--- src/rtl/ex_wb_return_path_pkg.sv ---
// ----------------------------------------------------------------------------
// ex_wb_return_path_pkg
// Shared definitions for the EX -> MEM -> WB return path: default datapath
// widths, the hard-wired zero register number and the forwarding-select
// encoding used by the per-operand forwarding mux.
// ----------------------------------------------------------------------------
package ex_wb_return_path_pkg;

   // Default operand/result width and register-number width
   localparam int DATA_W = 32;
   localparam int REG_W  = 5;

   // Register 0 is hard-wired to zero: never written, never forwarded
   localparam logic [REG_W-1:0] REG_ZERO = '0;

   // Where a forwarded operand comes from
   typedef enum logic [1:0] {
      FWD_NONE,
      FWD_MEM,
      FWD_WB
   } fwd_sel_e;

endpackage

--- src/rtl/ex_wb_return_path_if.sv ---
// ----------------------------------------------------------------------------
// ex_wb_return_path_if
// Bundles the EX-stage operands/result, the data-memory read data and the
// return-path outputs (forwarded operands, stall request, stage registers,
// register-file write port and bubble counter).
//   slave  : seen by ex_wb_return_path (EX inputs in, results out)
//   master : seen by the surrounding pipeline (drives EX, consumes results)
// ----------------------------------------------------------------------------
interface ex_wb_return_path_if #(
   parameter int DATA_W = ex_wb_return_path_pkg::DATA_W,
   parameter int REG_W  = ex_wb_return_path_pkg::REG_W,
   parameter int CNT_W  = 16
);

   logic [DATA_W-1:0] ex_rs_data;
   logic [DATA_W-1:0] ex_rt_data;
   logic [REG_W-1:0]  ex_rs_num;
   logic [REG_W-1:0]  ex_rt_num;
   logic [REG_W-1:0]  ex_rd;
   logic [DATA_W-1:0] ex_result;
   logic              ex_reg_write;
   logic              ex_is_load;
   logic              ex_flush;
   logic [DATA_W-1:0] mem_load_data;

   logic [DATA_W-1:0] fwd_rs;
   logic [DATA_W-1:0] fwd_rt;
   logic              stall_req;
   logic [DATA_W-1:0] mem_result;
   logic [DATA_W-1:0] wb_data;
   logic [REG_W-1:0]  wb_rd;
   logic              wb_en;
   logic [CNT_W-1:0]  bubble_count;

   modport slave (
      input  ex_rs_data, ex_rt_data, ex_rs_num, ex_rt_num, ex_rd,
             ex_result, ex_reg_write, ex_is_load, ex_flush, mem_load_data,
      output fwd_rs, fwd_rt, stall_req, mem_result, wb_data, wb_rd,
             wb_en, bubble_count
   );

   modport master (
      output ex_rs_data, ex_rt_data, ex_rs_num, ex_rt_num, ex_rd,
             ex_result, ex_reg_write, ex_is_load, ex_flush, mem_load_data,
      input  fwd_rs, fwd_rt, stall_req, mem_result, wb_data, wb_rd,
             wb_en, bubble_count
   );

endinterface

--- src/rtl/ex_wb_return_path_fwd_select.sv ---
// ----------------------------------------------------------------------------
// fwd_select
// Combinational forwarding mux for one EX source operand.
//   num/ex_data          : source register number and the operand from ID/EX
//   mem_*                : EX/MEM stage contents
//   wb_*                 : MEM/WB stage contents
//   data                 : operand to use in EX
//   load_hit             : operand depends on the load currently in MEM
// ----------------------------------------------------------------------------
module fwd_select #(
   parameter int DATA_W = ex_wb_return_path_pkg::DATA_W,
   parameter int REG_W  = ex_wb_return_path_pkg::REG_W
) (
   input  logic [REG_W-1:0]  num,
   input  logic [DATA_W-1:0] ex_data,
   input  logic              mem_we,
   input  logic [REG_W-1:0]  mem_rd,
   input  logic              mem_is_load,
   input  logic [DATA_W-1:0] mem_result,
   input  logic              wb_en,
   input  logic [REG_W-1:0]  wb_rd,
   input  logic [DATA_W-1:0] wb_data,
   output logic [DATA_W-1:0] data,
   output logic              load_hit
);
   import ex_wb_return_path_pkg::*;

   fwd_sel_e sel;
   logic     num_nonzero;

   assign num_nonzero = (num != REG_W'(REG_ZERO));

   // A load sitting in MEM has only an address in mem_result, so it cannot
   // feed EX; the top turns this into a one-cycle stall instead.
   assign load_hit = mem_we && mem_is_load && num_nonzero && (mem_rd == num);

   // Pick the youngest in-flight producer. MEM is younger than WB, so it
   // wins when both target the same register. Register 0 always takes the
   // operand straight from ID/EX.
   always_comb begin
      sel = FWD_NONE;
      if (num_nonzero) begin
         if (mem_we && !mem_is_load && (mem_rd == num)) begin
            sel = FWD_MEM;
         end else if (wb_en && (wb_rd == num)) begin
            sel = FWD_WB;
         end
      end
   end

   // Steer the chosen source onto the operand.
   always_comb begin
      case (sel)
         FWD_MEM: data = mem_result;
         FWD_WB:  data = wb_data;
         default: data = ex_data;
      endcase
   end

endmodule

--- src/rtl/ex_wb_return_path.sv ---
// ----------------------------------------------------------------------------
// ex_wb_return_path
// Carries EX results through the EX/MEM and MEM/WB registers to the
// register-file write port, forwards in-flight results back onto the EX
// operands, raises a one-cycle stall on load-use hazards and counts the
// stall bubbles it inserts.
//   clock : rising-edge pipeline clock
//   reset : asynchronous, active-high; clears every stage register
//   bus   : ex_wb_return_path_if.slave (EX inputs, load data, results)
// ----------------------------------------------------------------------------
module ex_wb_return_path #(
   parameter int DATA_W = ex_wb_return_path_pkg::DATA_W,
   parameter int REG_W  = ex_wb_return_path_pkg::REG_W,
   parameter int CNT_W  = 16
) (
   input  logic               clock,
   input  logic               reset,
   ex_wb_return_path_if.slave bus
);
   import ex_wb_return_path_pkg::*;

   logic [DATA_W-1:0] mem_result;
   logic [REG_W-1:0]  mem_rd;
   logic              mem_we;
   logic              mem_is_load;
   logic [DATA_W-1:0] wb_data;
   logic [REG_W-1:0]  wb_rd;
   logic              wb_en;
   logic [CNT_W-1:0]  bubble_count;

   logic              rs_load_hit;
   logic              rt_load_hit;
   logic              stall_req;
   logic              bubble;

   fwd_select #(.DATA_W(DATA_W), .REG_W(REG_W)) u_fwd_rs (
      .num         (bus.ex_rs_num),
      .ex_data     (bus.ex_rs_data),
      .mem_we      (mem_we),
      .mem_rd      (mem_rd),
      .mem_is_load (mem_is_load),
      .mem_result  (mem_result),
      .wb_en       (wb_en),
      .wb_rd       (wb_rd),
      .wb_data     (wb_data),
      .data        (bus.fwd_rs),
      .load_hit    (rs_load_hit)
   );

   fwd_select #(.DATA_W(DATA_W), .REG_W(REG_W)) u_fwd_rt (
      .num         (bus.ex_rt_num),
      .ex_data     (bus.ex_rt_data),
      .mem_we      (mem_we),
      .mem_rd      (mem_rd),
      .mem_is_load (mem_is_load),
      .mem_result  (mem_result),
      .wb_en       (wb_en),
      .wb_rd       (wb_rd),
      .wb_data     (wb_data),
      .data        (bus.fwd_rt),
      .load_hit    (rt_load_hit)
   );

   // A single bubble covers both a load-use stall and a branch flush; when
   // both happen together the flushed instruction is simply dropped.
   assign stall_req = rs_load_hit || rt_load_hit;
   assign bubble    = stall_req || bus.ex_flush;

   // EX/MEM register. A bubble loads an all-zero, non-writing slot so the
   // stalled or flushed instruction never reaches write-back from here.
   // Writes to register 0 are dropped at capture time.
   always_ff @(posedge clock or posedge reset) begin
      if (reset) begin
         mem_result  <= '0;
         mem_rd      <= '0;
         mem_we      <= 1'b0;
         mem_is_load <= 1'b0;
      end else if (bubble) begin
         mem_result  <= '0;
         mem_rd      <= '0;
         mem_we      <= 1'b0;
         mem_is_load <= 1'b0;
      end else begin
         mem_result  <= bus.ex_result;
         mem_rd      <= bus.ex_rd;
         mem_we      <= bus.ex_reg_write && (bus.ex_rd != REG_W'(REG_ZERO));
         mem_is_load <= bus.ex_is_load;
      end
   end

   // MEM/WB register. Never stalled: this is what lets the load drain into
   // WB during the bubble so the waiting instruction can forward from WB on
   // the following cycle.
   always_ff @(posedge clock or posedge reset) begin
      if (reset) begin
         wb_data <= '0;
         wb_rd   <= '0;
         wb_en   <= 1'b0;
      end else begin
         wb_data <= mem_is_load ? bus.mem_load_data : mem_result;
         wb_rd   <= mem_rd;
         wb_en   <= mem_we;
      end
   end

   // Bubble counter: only load-use stalls count (a flush that coincides with
   // a stall still counts once). Sticks at all-ones instead of wrapping.
   always_ff @(posedge clock or posedge reset) begin
      if (reset) begin
         bubble_count <= '0;
      end else if (stall_req && (bubble_count != {CNT_W{1'b1}})) begin
         bubble_count <= bubble_count + 1'b1;
      end
   end

   assign bus.stall_req    = stall_req;
   assign bus.mem_result   = mem_result;
   assign bus.wb_data      = wb_data;
   assign bus.wb_rd        = wb_rd;
   assign bus.wb_en        = wb_en;
   assign bus.bubble_count = bubble_count;

endmodule

--- src/flat_wrapper.sv ---
// flat-port wrapper written by rule: the top's interface ports become plain ports
module ex_wb_return_path_flat import ex_wb_return_path_pkg::*;
#(
   parameter int DATA_W = ex_wb_return_path_pkg::DATA_W,
   parameter int REG_W  = ex_wb_return_path_pkg::REG_W,
   parameter int CNT_W  = 16
)
  (clock, reset, bus_ex_rs_data, bus_ex_rt_data, bus_ex_rs_num, bus_ex_rt_num, bus_ex_rd, bus_ex_result, bus_ex_reg_write, bus_ex_is_load, bus_ex_flush, bus_mem_load_data, bus_fwd_rs, bus_fwd_rt, bus_stall_req, bus_mem_result, bus_wb_data, bus_wb_rd, bus_wb_en, bus_bubble_count);
  ex_wb_return_path_if #(.DATA_W(DATA_W), .REG_W(REG_W), .CNT_W(CNT_W)) bus_i ();
  input  logic clock;
  input  logic reset;
  input wire logic [$bits(bus_i.ex_rs_data)-1:0] bus_ex_rs_data;
  input wire logic [$bits(bus_i.ex_rt_data)-1:0] bus_ex_rt_data;
  input wire logic [$bits(bus_i.ex_rs_num)-1:0] bus_ex_rs_num;
  input wire logic [$bits(bus_i.ex_rt_num)-1:0] bus_ex_rt_num;
  input wire logic [$bits(bus_i.ex_rd)-1:0] bus_ex_rd;
  input wire logic [$bits(bus_i.ex_result)-1:0] bus_ex_result;
  input wire logic [$bits(bus_i.ex_reg_write)-1:0] bus_ex_reg_write;
  input wire logic [$bits(bus_i.ex_is_load)-1:0] bus_ex_is_load;
  input wire logic [$bits(bus_i.ex_flush)-1:0] bus_ex_flush;
  input wire logic [$bits(bus_i.mem_load_data)-1:0] bus_mem_load_data;
  output wire logic [$bits(bus_i.fwd_rs)-1:0] bus_fwd_rs;
  output wire logic [$bits(bus_i.fwd_rt)-1:0] bus_fwd_rt;
  output wire logic [$bits(bus_i.stall_req)-1:0] bus_stall_req;
  output wire logic [$bits(bus_i.mem_result)-1:0] bus_mem_result;
  output wire logic [$bits(bus_i.wb_data)-1:0] bus_wb_data;
  output wire logic [$bits(bus_i.wb_rd)-1:0] bus_wb_rd;
  output wire logic [$bits(bus_i.wb_en)-1:0] bus_wb_en;
  output wire logic [$bits(bus_i.bubble_count)-1:0] bus_bubble_count;
  assign bus_i.ex_rs_data = bus_ex_rs_data;
  assign bus_i.ex_rt_data = bus_ex_rt_data;
  assign bus_i.ex_rs_num = bus_ex_rs_num;
  assign bus_i.ex_rt_num = bus_ex_rt_num;
  assign bus_i.ex_rd = bus_ex_rd;
  assign bus_i.ex_result = bus_ex_result;
  assign bus_i.ex_reg_write = bus_ex_reg_write;
  assign bus_i.ex_is_load = bus_ex_is_load;
  assign bus_i.ex_flush = bus_ex_flush;
  assign bus_i.mem_load_data = bus_mem_load_data;
  assign bus_fwd_rs = bus_i.fwd_rs;
  assign bus_fwd_rt = bus_i.fwd_rt;
  assign bus_stall_req = bus_i.stall_req;
  assign bus_mem_result = bus_i.mem_result;
  assign bus_wb_data = bus_i.wb_data;
  assign bus_wb_rd = bus_i.wb_rd;
  assign bus_wb_en = bus_i.wb_en;
  assign bus_bubble_count = bus_i.bubble_count;
  ex_wb_return_path #(.DATA_W(DATA_W), .REG_W(REG_W), .CNT_W(CNT_W)) u_core (.clock(clock), .reset(reset), .bus(bus_i));
endmodule
--- config.mk ---
export PLATFORM = sky130hd
export DESIGN_NAME = ex_wb_return_path_flat
export DESIGN_NICKNAME = d
export VERILOG_FILES = /design/src/rtl/ex_wb_return_path_pkg.sv /design/src/rtl/ex_wb_return_path_if.sv /design/src/rtl/ex_wb_return_path_fwd_select.sv /design/src/rtl/ex_wb_return_path.sv /design/src/flat_wrapper.sv
export SDC_FILE = /design/constraint.sdc
export NUM_CORES = 1
export LEC_CHECK = 0
export ABC_AREA = 1
export CAP_MARGIN = 10
export CORE_MARGIN = 4
export CORE_UTILIZATION = 42
export CTS_CLUSTER_SIZE = 28
export DETAILED_ROUTE_END_ITERATION = 6
export GPL_TIMING_DRIVEN = 1
export MAX_ROUTING_LAYER = met4
export PLACE_DENSITY = 0.87
export REMOVE_ABC_BUFFERS = 1
export SLEW_MARGIN = 20
export SYNTH_ARGS = -nofsm -noshare
export SYNTH_HDL_FRONTEND = slang
export SYNTH_SLANG_ARGS = --single-unit
--- constraint.sdc ---
create_clock -name clock -period 4.9 [get_ports clock]
set_input_delay 0.49 -clock clock [delete_from_list [all_inputs] [get_ports clock]]
set_output_delay 0.49 -clock clock [all_outputs]
set_load 0.02 [all_outputs]
==> metrics.yaml <==
status: "completed"
crit_type: "in -> out"
rr_worst_depth: 9
drtIter0Drc: 617
viasPerCell: 5.12
cp.arrival_ns: 3.54
dieArea_mm2: 0.0145
syn-cell-area_mm2: 0.00531
ant_nets: 0
irDropWorstVdd_mv: 0.145
grt_pass1_vias: 6078
syn_area_per_cell_um2: 6.93
hold_violations: 0
nets: 1204
pwr-share-seq: 0.401
grt_max_degree: 56
drive_gt1_frac: 0.0388
routedWlPerCell_um: 17.7
p_clk_frac: 0.354
drv_cap: 0
fin_worst_skew_ns: 0.00955
cts_htree_levels: 3
cts_setup_buffers: 0
fill_cells: 985
io_pins: 299
coreArea_mm2: 0.0122
slew_violations: 0
switching_share: 0.277
p_per_area_mw_per_mm2: 243
p_comb_frac: 0.245
hp-class: "reg -> reg"
worstPathMaxFanout: 17
hp-start: "u_core.mem_rd[4]$_DFF_PP0_"
worst-slew-pin-transition_ns: 0.740
seq_area_mm2: 0.00233
ctsResizeCount: 0
drc: 0
clock_sinks: 93
hpwlAfterDp_mm: 16.0
multi_input_area_mm2: 0.00252
rr_endpoint: "u_core.bus.mem_result[21]$_DFF_PP0_"
synth_cell_types: 26
p_int_mw: 1.54
rsz0062_at_grt: "false"
chipHeight_um: 120
setup_viol: 0
p_sw_mw: 0.592
rrSetupSlack_ns: 2.68
syn_inst: 766
gr-total-overflow: 0
synth_warnings: 0
insertedDiodeCount: 0
finalSetupTns_ns: 0
clkTransAtPathRegs_ns: 0.06
cts_buffer_depth: 2
grt_usage: 0.300
critPathLaunch: "bus_ex_rt_num[4]"
firstDrtPassIters: 5
port_buffers: 298
yosysSeqAreaShare: 0.438
syn_to_final_growth_pct: 65.4
placedInstanceArea_mm2: 0.00846
holdBufCountCts: 0
holdPathEnd: "u_core.bus.wb_rd[4]$_DFF_PP0_"
root_buffer: "clkbuf_16"
drt-total-wl_mm: 21.6
antenna_found_initial: 0
die_w_um: 120
crit_path_end_kind: "output pin"
ys_ff_latch: 93
period_share: 0.823
rows: 40
start_util: 0.435
final_util: 0.719
via_count: 6261
timing.hold.ws_ns: 0.451
routabilityCongestion: 0.932
design_area_mm2: 0.00878
startpoint_type: "primary input"
min_path_cells: 0
grt_pass1_wl_mm: 33.3
clock_latency_ns: 0.34
period_minus_slack_ns: 4.03
slew_headroom: 0.507
critPathRequiredTime_ns: 4.41
r2r_start: "u_core.mem_is_load$_DFF_PP0_"
cts_tree: "built"
p_total_mw: 2.14
cellLeakagePower_nw: 4.14
fmax_mhz: 248
cts-buffers-inserted: 9
flip-flops by register name, summed over array words and instances (netlist names):
register	count
u_core.bus.mem_result	32
u_core.mem_rd	5
u_core.mem_is_load	1
u_core.bus.wb_rd	5
u_core.bus.wb_data	32
u_core.mem_we	1
u_core.bus.wb_en	1
u_core.bus.bubble_count	16
cell usage after synthesis, drive strengths merged:
cell type | instances | share of area
nor2 | 126 | 0.092
ha | 5 | 0.012
nand4 | 5 | 0.0059
o21ai | 3 | 0.0028
clkinv | 1 | 0.00071
nand2 | 234 | 0.17
nand3 | 27 | 0.026
xor2 | 13 | 0.021
a31oi | 1 | 0.0012
clkbuf | 32 | 0.023
buf | 9 | 0.013
xnor2 | 9 | 0.015
nor3 | 4 | 0.0038
dfrtp | 93 | 0.44
a21oi | 128 | 0.12
inv | 71 | 0.050
nand3b | 3 | 0.0042
o22ai | 1 | 0.0012
nor4 | 1 | 0.0012
cell type report:
| type | instances | area share |
|---|---|---|
| timing repair buffer | 315 | 0.356 |
| multi-input combinational | 560 | 0.287 |
| sequential | 93 | 0.265 |
| inverter | 72 | 0.0311 |
| clock buffer | 10 | 0.0272 |
| tap | 168 | 0.0239 |
| clock inverter | 6 | 0.00983 |
cells in the final DEF (no fill, tap or decap), types with 2 or more instances in the layout:
cell	n
nand2_2	2
xnor2_1	9
nor2_4	2
bufinv_16	2
nand2_1	231
nor3_1	4
buf_4	16
dfrtp_1	93
ha_1	5
nand4_1	5
nand3_1	26
nor2_1	124
clkbuf_16	9
o21ai_0	3
clkdlybuf4s50_1	298
nand3b_1	3
inv_1	69
clkinv_2	2
a21oi_1	128
xor2_1	13
worst max-delay path by stage:
| stage | end | slack [ns] | cells after the start |
|---|---|---|---|
| global placement | bus_fwd_rt[20] | 0.98 | 11 |
| floorplan | bus_fwd_rt[0] | 0.82 | 9 |
| CTS | bus_fwd_rt[12] | 0.88 | 14 |
| global route | bus_fwd_rt[20] | 0.67 | 11 |
| detailed placement | bus_fwd_rt[20] | 0.90 | 11 |
| finish | bus_fwd_rt[20] | 0.87 | 11 |
stage by stage:
step	cells	setup WS, ns
6_report	1224	0.868
5_1_grt	1224	0.670
4_1_cts	1224	0.876
2_1_floorplan	725	0.815
3_5_place_dp	1208	0.899
3_3_place_gp	1208	0.980
power by group through the flow:
stage                     Sequential [mW]  Combinational (mW)  Clock [mW]
after global placement              0.869               0.514           0
final                               0.856               0.522       0.756
after detailed placement            0.869               0.522           0
after CTS                           0.855               0.525       0.771
after global routing                0.862               0.558       0.803
after floorplan                     0.908               0.157           0
layer usage:
layer | wire length [um] | vias to the layer above | GRT usage
met5 | 0 | - | -
met4 | 717 | 0 | 0.106
met3 | 2150 | 53 | 0.0659
met2 | 10800 | 372 | 0.501
met1 | 8010 | 2864 | 0.360
li1 | - | 2972 | -
worst max-delay path, stage by stage:
cell and delay [ns]:
clkdlybuf4s50_1 0.54, xnor2_1 0.14, nand3b_1 0.09, nor3_1 0.17, nand3b_1 0.13, inv_1 0.07
ha_1 0.62, buf_4 0.37, a21oi_1 0.14, a21oi_1 0.16, clkdlybuf4s50_1 0.62
logic make-up after synthesis:
| group | count (synthesis) | synth area share |
|---|---|---|
| AO/OA/AOI/OAI | 133 | 0.126 |
| buffers and inverters | 113 | 0.0863 |
| AND/OR/NAND/NOR | 400 | 0.301 |
| flip-flops | 93 | 0.438 |
| XOR/XNOR | 22 | 0.0363 |
| adder cells (fa/ha/maj) | 5 | 0.0118 |
(Power assumes the default switching activity.)
